--- config.mk ---
export PLATFORM = sky130hd
export DESIGN_NAME = ahb_bridge_arbiter
export DESIGN_NICKNAME = d
export VERILOG_FILES = /design/src/rtl/ahb_bridge_arbiter.sv
export SDC_FILE = /design/constraint.sdc
export NUM_CORES = 1
export LEC_CHECK = 0
export ABC_AREA = 1
export BUFFER_PORTS_ARGS = -buffer_cell sky130_fd_sc_hd__buf_2
export CAP_MARGIN = 20
export CORE_AREA = 2 2 169 171
export CTS_BUF_LIST = sky130_fd_sc_hd__clkbuf_8
export DETAILED_ROUTE_END_ITERATION = 8
export DIE_AREA = 0 0 171 173
export PLACE_DENSITY = 0.35
export SLEW_MARGIN = 10
export SYNTH_ARGS = -nofsm -noshare
export SYNTH_HDL_FRONTEND = slang
export SYNTH_SLANG_ARGS = --single-unit
--- constraint.sdc ---
create_clock -name Hclk -period 1.7 [get_ports Hclk]
set_input_delay 0.34 -clock Hclk [delete_from_list [all_inputs] [get_ports Hclk]]
set_output_delay 0.34 -clock Hclk [all_outputs]
set_load 0.02 [all_outputs]
--- src/rtl/ahb_bridge_arbiter.sv ---
// Round-robin AHB arbiter that shares the bridge slave port among NUM_MASTERS masters.
// Optional ARB_HLOCK_EN: a locked owner keeps the bus until it drops Hlock.
module ahb_bridge_arbiter #(
    parameter int WIDTH       = 32,
    parameter int NUM_MASTERS = 4,
    parameter int MW          = 2
) (
    input  logic                         Hclk,
    input  logic                         Hreset,
    input  logic [NUM_MASTERS-1:0]       Hbusreq,
    input  logic [NUM_MASTERS-1:0]       Hlock,
    input  logic [2*NUM_MASTERS-1:0]     Htrans_m,
    input  logic [WIDTH*NUM_MASTERS-1:0] Haddr_m,
    input  logic [NUM_MASTERS-1:0]       Hwrite_m,
    input  logic [3*NUM_MASTERS-1:0]     Hsize_m,
    input  logic [WIDTH*NUM_MASTERS-1:0] Hwdata_m,
    input  logic                         Hreadyout_s,
    input  logic [1:0]                   Hresp_s,
    input  logic [WIDTH-1:0]             Hrdata_s,
    output logic [NUM_MASTERS-1:0]       Hgrant,
    output logic [MW-1:0]                Hmaster,
    output logic [1:0]                   Htrans,
    output logic [WIDTH-1:0]             Haddr,
    output logic                         Hwrite,
    output logic [2:0]                   Hsize,
    output logic [WIDTH-1:0]             Hwdata,
    output logic                         Hreadyin,
    output logic                         Hready,
    output logic [1:0]                   Hresp,
    output logic [WIDTH-1:0]             Hrdata
);

    localparam logic [1:0] TR_IDLE   = 2'b00;
    localparam logic [1:0] TR_NONSEQ = 2'b10;

    logic [MW-1:0]          r_master;
    logic [MW-1:0]          r_master_d;
    logic [MW-1:0]          r_rr_ptr;
    logic [NUM_MASTERS-1:0] r_grant;

    logic [1:0]             w_own_trans;
    logic                   w_ap_base;
    logic                   w_ap;
    logic [MW-1:0]          w_win;
    logic                   w_found;
    logic [MW:0]            w_idx;

    assign w_own_trans = Htrans_m[2*r_master +: 2];
    assign w_ap_base   = Hreadyout_s &&
                         (w_own_trans == TR_IDLE || w_own_trans == TR_NONSEQ);

`ifdef ARB_HLOCK_EN
    // Lock left over from before reset is not honoured until the first AP.
    logic r_lock_ign;

    always_ff @(posedge Hclk) begin
        if (Hreset) begin
            r_lock_ign <= 1'b1;
        end else if (w_ap_base) begin
            r_lock_ign <= 1'b0;
        end
    end

    assign w_ap = w_ap_base && (r_lock_ign || !Hlock[r_master]);
`else
    logic w_unused_lock;
    assign w_unused_lock = ^Hlock;
    assign w_ap          = w_ap_base;
`endif

    // Scan rr_ptr+1 .. rr_ptr+N; the last slot is the current owner.
    always_comb begin
        w_win   = r_rr_ptr;
        w_found = 1'b0;
        w_idx   = '0;
        for (int k = 1; k <= NUM_MASTERS; k++) begin
            w_idx = {1'b0, r_rr_ptr} + (MW+1)'(k);
            if (w_idx >= (MW+1)'(NUM_MASTERS)) begin
                w_idx = w_idx - (MW+1)'(NUM_MASTERS);
            end
            if (!w_found && Hbusreq[w_idx[MW-1:0]]) begin
                w_win   = w_idx[MW-1:0];
                w_found = 1'b1;
            end
        end
    end

    always_ff @(posedge Hclk) begin
        if (Hreset) begin
            r_master   <= '0;
            r_master_d <= '0;
            r_rr_ptr   <= '0;
            r_grant    <= NUM_MASTERS'(1);
        end else begin
            if (Hreadyout_s) begin
                r_master_d <= r_master;
            end
            if (w_ap && w_found) begin
                r_master <= w_win;
                r_rr_ptr <= w_win;
                r_grant  <= NUM_MASTERS'(1) << w_win;
            end
        end
    end

    assign Hgrant   = r_grant;
    assign Hmaster  = r_master;
    assign Htrans   = Hreset ? TR_IDLE : w_own_trans;
    assign Haddr    = Haddr_m[WIDTH*r_master +: WIDTH];
    assign Hwrite   = Hwrite_m[r_master];
    assign Hsize    = Hsize_m[3*r_master +: 3];
    assign Hwdata   = Hwdata_m[WIDTH*r_master_d +: WIDTH];
    assign Hreadyin = Hreadyout_s;
    assign Hready   = Hreadyout_s;
    assign Hresp    = Hresp_s;
    assign Hrdata   = Hrdata_s;

endmodule

* After elaboration in Yosys (flattened, before gate mapping) *
Index checks and enable logic that the tools add are counted.

storage, ports and cells
  flip-flop bits (word level) = 8
  input port bits = 325
  output and inout bits = 112
  logic and storage cells = 60

cells by class
  $add $sub $neg = 8
  multiply operators = 1
  order comparisons = 9
  eq/ne operators = 1
  shift operators = 5
  muxes and demuxes = 23
  reduce and logical (&&, ||, !) cells = 10

operators by type and width
  cell                                                                           number
  128-bit by 8-bit indexed part select with 32-bit output                        2
  2-bit two-way mux                                                              9
  2-bit by 3-bit less-than comparator with 1-bit output (second input constant)  5
  3-bit greater-or-equal comparator (second input constant)                      4
  12-bit by 5-bit indexed part select with 3-bit output                          1
  1-bit binary-select mux with 2-bit select                                      5
  1-bit two-way mux                                                              9
  8-bit by 4-bit indexed part select with 2-bit output                           1
  2-bit by 1-bit subtractor with 2-bit output (second input constant)            4
  2-bit by 2-bit adder with 3-bit output (second input constant)                 2
  1-bit logical AND                                                              5
  2-bit by 2-bit multiplier with 4-bit output (first input constant)             1
  1-bit by 2-bit << shifter with 4-bit output (first input constant)             1
  2-bit by 1-bit adder with 3-bit output (second input constant)                 1
  2-bit by 3-bit adder with 3-bit output (second input constant)                 1
  1-bit logical NOT                                                              3
  2-bit == test (second input constant)                                          1
  2-bit logical NOT                                                              1
  1-bit logical OR                                                               1

* Longest topological paths before layout *
Gate-level depths: netlist of run 1.

  depth in word-level cells = 16
  depth in mapped cells = 13
  depth with buffers taken out = 12

* Worst setup path before layout of run 1 *
No wires, ideal clock.

  path kind = reg2out
  start = reg r_rr_ptr[0] (netlist name)
  end = out Htrans[1]
  data arrival time = 1.420 ns
  required time = 1.360 ns
  setup slack = -0.060 ns
  cell stages (with the launch flop) = 7
  buffers on the path = 2
  cell sequence = dfxtp_1 buf_6 nand2_1 inv_1 buf_2 a22oi_1 a21oi_1

RTL lines
  item       RTL line  text
  to (decl)  22        output logic [1:0] Htrans,

==> flow_summary.ini, run 1 <==
[floorplanning]
die-height_um = 173
fp.dieArea_um2 = 29600
die_w_um = 171
rows = 61
initial_utilization = 0.0906
ios = 437
core_um2 = 27600

[synthesis]
synth.largest_area_cell = a22oi_1
synth_area_leaders = a22oi_1 (19%), o21ai_0 (13%), nand2_1 (12%), buf_4 (11%), nor2_1 (10%)
mappedNetlistArea_um2 = 2500
synth_top_area_share = 0.189
synth_cell_types = 26
synth_common_cells = nand2_1 (78), nor2_1 (67), o21ai_0 (66)
synth_nets = 777
async_flop_share = 0
avgSynthCellArea_um2 = 5.54
synthCells = 452
yosysMostFrequentCell = nand2_1
synth_warnings = 0
synth_top_flop_cell = dfxtp_1
ys_ff_latch = 8
synth_edf_count = 0
ys_seq_area_frac = 0.0640

[clocking]
insertion_delay_ns = 0.23
clk_path_buf_depth = 2
cts_root_buf = clkbuf_8
clk_transition_reported_paths_ns = 0.04
htree_levels = 1
cts_buffers = 3
clock_sinks = 8
cts-hold-fix-buffers = 0
cts_tree = yes

[global_route]
grt.overflow.total = 0
grt_max_degree = 25
grt_usage = 0.110
grt_pass1_wl_um = 25100
grt_pass1_vias = 4399
antenna_found_initial = 0

[worst_setup_path]
crit_arrival_ns = 1.44
cp_num_buf_inv = 4
path_class = register to primary output
r2r-end = Hgrant[0]
rrSetupSlack_ns = 0.13
crit_fanout = 6
cp-end-kind = primary output
critical_path.most_common_cell = buf_6
cp_slowest_cell = dfxtp_4
path_depth = 7
r2r_start = r_rr_ptr[0]
required_ns = 1.36
crit_family = buffers and inverters
rr_worst_depth = 11
start_kind = register
max_stage_delay_ns = 0.37
cp_cell_sequence = buf_6, nand2_8, inv_8, buf_12, a22oi_2, nand2_1, buf_6

[cells_and_area]
fin_nets = 1145
regArea_um2 = 175
fin_util = 0.241
nFillCells = 3093
antenna_cells = 0
drive_above_1_share = 0.753
syn2layout_area_growth_pct = 166
multi_input_area_um2 = 2570

[timing]
finalCritPeriodShare = 1.05
finalSetupViolCount = 66
hold_viol = 0
max_slew_margin = 0.799
fin_tns_setup_ns = -2.47
finClkSkew_ns = 0.00294
setup_slack_ns = -0.0821
worstMarginPinSlew_ns = 0.299
rsz0062_at_grt = true
final_max_slew_viol_count = 0
fmax_mhz = 561
finalCriticalPeriod_ns = 1.78
holdWs_ns = 0.393

[worst_hold_path]
hp-start = Hreset
hold_path_end = r_rr_ptr[1]
hold_depth = 2
min_path_type = input pin to register

[status]
violations = setup timing
status = finished with violations

[placed_design]
dp_hpwl_um = 13500
io_buffers = 364
pre_cts_slack_ns = 0.0594
gp_congestion = 0.798

[drt]
drc = 0
vias = 4782
wire_per_inst_um = 16.5
initialDrtViolationCount = 158
antenna_left = 0
viasPerCell = 4.00
routed_wl_um = 19800
drtPass1Iterations = 4

[power]
power_uw = 5740
p_leak_uw = 0.00316
power_density_nw_per_um2 = 861
ir_drop_mv = 0.467

[flow_run]
maxCapViolCount = 0
-- how the worst max path moves through the flow --
| stage | from | to | slack, ns |
|---|---|---|---|
| final | r_rr_ptr[0] | Haddr[22] | -0.08 |
| after global routing | r_master_d[0] | Hwdata[14] | -0.14 |
| after CTS | r_rr_ptr[0] | Haddr[23] | -0.11 |
| after detailed placement | r_rr_ptr[1] | Haddr[22] | 0.06 |
| after global placement | r_rr_ptr[0] | Haddr[22] | 0.06 |
| after floorplan | r_rr_ptr[0] | Haddr[10] | 0.04 |
-- report_power, final --
group          internal, uW  switching, uW  total (uW)
clock network           154           78.4         232
logic                  2460           2750        5210
registers               236           64.9         301
-- registers in the layout (all words and copies together) (netlist names) --
register	flops
Hgrant	4
r_master_d	2
r_rr_ptr	2
-- metal layers --
layer / share of wire / GRT usage / vias to the layer above
met4: 0.022 / 0.0272 / 0
met2: 0.51 / 0.207 / 238
li1: - / - / 2316
met1: 0.38 / 0.123 / 2190
met3: 0.081 / 0.0247 / 38
met5: 0 / 0 / -
-- metrics by stage --
| stage | std cells | instance area [um2] |
|---|---|---|
| 6_report | 1196 | 6670 |
| 2_1_floorplan | 452 | 2510 |
| 5_1_grt | 1196 | 6670 |
| 4_1_cts | 1177 | 5560 |
| 3_5_place_dp | 1155 | 4770 |
| 3_3_place_gp | 1155 | 4770 |
-- cell families (layout without fill, tap and decap cells) --
| family | after synthesis | in the layout | share of synthesized area |
|---|---|---|---|
| buf+inv | 87 | 453 | 0.195 |
| flops | 8 | 8 | 0.0640 |
| simple gates | 186 | 186 | 0.316 |
| compound gates | 171 | 171 | 0.424 |
-- area by class of cell --
cell class,count,share of cell area
Tap cell,378,0.0709
Clock buffer,3,0.00619
Inverter,17,0.0169
Timing Repair inverter,1,0.00244
Sequential cell,8,0.0263
Timing Repair Buffer,432,0.492
Multi-Input combinational cell,357,0.385
-- what timing repair did --
action                     4_1_cts  5_1_grt
resized for setup              140      237
setup buffers                   10        7
setup endpoints to repair       70       76
pin swaps                       18       68
gates cloned                    10       15
hold endpoints to repair         0        0
-- cells in the final DEF (no fill, tap or decap), types with 2 or more instances in the layout --
cell type	instances
o22ai_1	21
a21oi_1	5
nor2_2	19
buf_16	7
o21ai_2	34
buf_8	5
clkbuf_8	3
o21ai_1	18
clkinv_8	2
a21oi_2	3
nand3_1	13
o21ai_4	3
nand3_2	6
nand2_1	72
o21ai_0	12
nand4_1	3
buf_2	299
inv_1	7
buf_12	18
buf_4	41
a22oi_1	7
clkbuf_16	11
buf_6	51
inv_8	3
inv_4	3
a22oi_2	56
nor2_1	39
dfxtp_4	4
nand2_2	16
o22ai_2	11
nand2_4	7
dfxtp_1	4
nor2_4	10
Power figures use the tool's default switching activity.
==> run 2: changes to the inputs <==
==> constraint.sdc (replaced) <==
create_clock -name Hclk -period 1.7 [get_ports Hclk]
set_input_delay 0.085 -clock Hclk [delete_from_list [all_inputs] [get_ports Hclk]]
set_output_delay 0.085 -clock Hclk [all_outputs]
set_load 0.02 [all_outputs]
==> run 2 against run 1 <==
The run now ends clean. First-iteration DRC count increased by 47%. Non-clock buffer count decreased by 49. Clock skew about the same. Power decreased by 30%. Largest cell class unchanged.
==> flow_summary.ini, run 2 (synthesized netlist as in run 1, its figures left out) <==
[status]
status = completed

[worst_setup_path]
cp_slowest_cell = dfxtp_4
crit_path_end = Haddr[0]
crit_family = buffers and inverters
rrSetupSlack_ns = 0.18
crit_fanout = 10
required_ns = 1.62
start_kind = register
r2r-end = r_rr_ptr[0]
cp-end-kind = primary output
path_depth = 7
critical_path.most_common_cell = buf_4
cp_num_buf_inv = 4
cp_cell_sequence = buf_4, nand2_2, inv_2, buf_4, a22oi_1, nand2_2, buf_4
crit_arrival_ns = 1.55
rr_worst_depth = 11
startpoint = r_rr_ptr[0]
max_stage_delay_ns = 0.36
path_class = register to primary output
r2r_start = r_rr_ptr[0]

[global_route]
grt_max_degree = 66
grt_pass1_vias = 4165
grt_pass1_wl_um = 24200
grt_usage = 0.105
grt.overflow.total = 0
antenna_found_initial = 0

[placed_design]
dp.cells = 1139
io_buffers = 364
dp_hpwl_um = 14100
gp_congestion = 0.861
place_area_um2 = 4580

[timing]
finClkSkew_ns = 0.00271
fin_tns_setup_ns = 0
max_slew_margin = 0.820
holdWs_ns = 0.122
fmax_mhz = 611
rsz0062_at_grt = false
finalCriticalPeriod_ns = 1.64
finalCritPeriodShare = 0.963
final_max_slew_viol_count = 0
finalSetupViolCount = 0
hold_viol = 0
worstMarginPinSlew_ns = 0.267

[floorplanning]
rows = 61
ios = 437
die_w_um = 171
die-height_um = 173
fp.dieArea_um2 = 29600
initial_utilization = 0.0906
core_um2 = 27600

[drt]
vias = 4375
antenna_left = 0
initialDrtViolationCount = 232
drc = 0
viasPerCell = 3.81
drtPass1Iterations = 4
routed_wl_um = 17400
wire_per_inst_um = 15.2

[flow_run]
maxCapViolCount = 0

[power]
p_leak_uw = 0.00250
comb_power_share = 0.875
p_int_uw = 1710
ir_drop_mv = 0.192
pwr-share-seq = 0.069
switching_power_uw = 2320
power.share.switching = 0.575
clkPwrFrac = 0.057
power_density_nw_per_um2 = 845

[cells_and_area]
regArea_um2 = 169
final_common_cell = buf_2
largest_reg_flops = 4
nFillCells = 3313
fin_nets = 1095
multi_input_area_um2 = 1880
fin_cells = 1147
layout_common_cells = buf_2 (361), nand2_1 (77), nor2_1 (67)
drive_above_1_share = 0.553
design_area_um2 = 4770
syn2layout_area_growth_pct = 90.7

[clocking]
cts-hold-fix-buffers = 0
insertion_delay_ns = 0.23
htree_levels = 1
cts_tree = yes
cts_buffers = 3
clk_transition_reported_paths_ns = 0.04
cts_root_buf = clkbuf_8
clock_sinks = 8
clk_path_buf_depth = 2

[worst_hold_path]
min_path_type = input pin to register
hp-start = Hreset
-- run 2: changes by cell type in the layout (fill, tap and decap cells not counted), sizes merged --
cell	delta
buf	-41
diode	+1
clkinv	-1
clkbuf	-8
-- run 2: per-layer routing --
metal / global-route usage / routed length [um] / share of wire
met5: 0 / 0 / 0
met4: 0.0212 / 220 / 0.013
met3: 0.0295 / 1420 / 0.081
met1: 0.131 / 7340 / 0.42
met2: 0.180 / 8430 / 0.48
-- run 2: layout make-up --
| class | instances | share of cell area |
|---|---|---|
| repair buffers | 383 | 0.445 |
| diodes | 1 | 0.000524 |
| flip-flops and latches | 8 | 0.0354 |
| multi-input cells | 357 | 0.394 |
| well taps | 378 | 0.0991 |
| inverters | 17 | 0.0173 |
| clock buffers | 3 | 0.00865 |
-- run 2: worst min-delay path by stage --
stage                     slack, ns       endpoint  cells after the start
final                          0.12    r_rr_ptr[1]                      2
after global routing           0.14    r_rr_ptr[1]                      2
after CTS                      0.12  r_master_d[1]                      2
after detailed placement       0.17     Hrdata[22]                      0
after global placement         0.17     Hrdata[22]                      0
after floorplan                0.15      Hgrant[2]                      1
-- run 2: power groups by stage --
stage | Sequential (uW) | Clock [uW] | Combinational [uW]
2_1_floorplan | 306 | 0 | 2080
3_3_place_gp | 274 | 0 | 3420
3_5_place_dp | 272 | 0 | 3400
4_1_cts | 273 | 243 | 3420
5_1_grt | 286 | 254 | 3850
6_report | 277 | 228 | 3530
-- run 2: through the flow --
step	total power (uW)	worst slack (ns)	util
floorplan	2390	0.195	-
global placement	3690	0.0138	0.166
detailed placement	3670	0.0260	0.166
CTS	3940	0.00552	0.168
global route	4390	0.00128	0.173
finish	4030	0.0630	0.173
-- run 2: repair_timing --
item,4_1_cts,5_1_grt
endpoints found under the setup margin,21,16
setup buffers,0,1
pin swaps,0,2
resized for setup,3,17
gates cloned,0,3
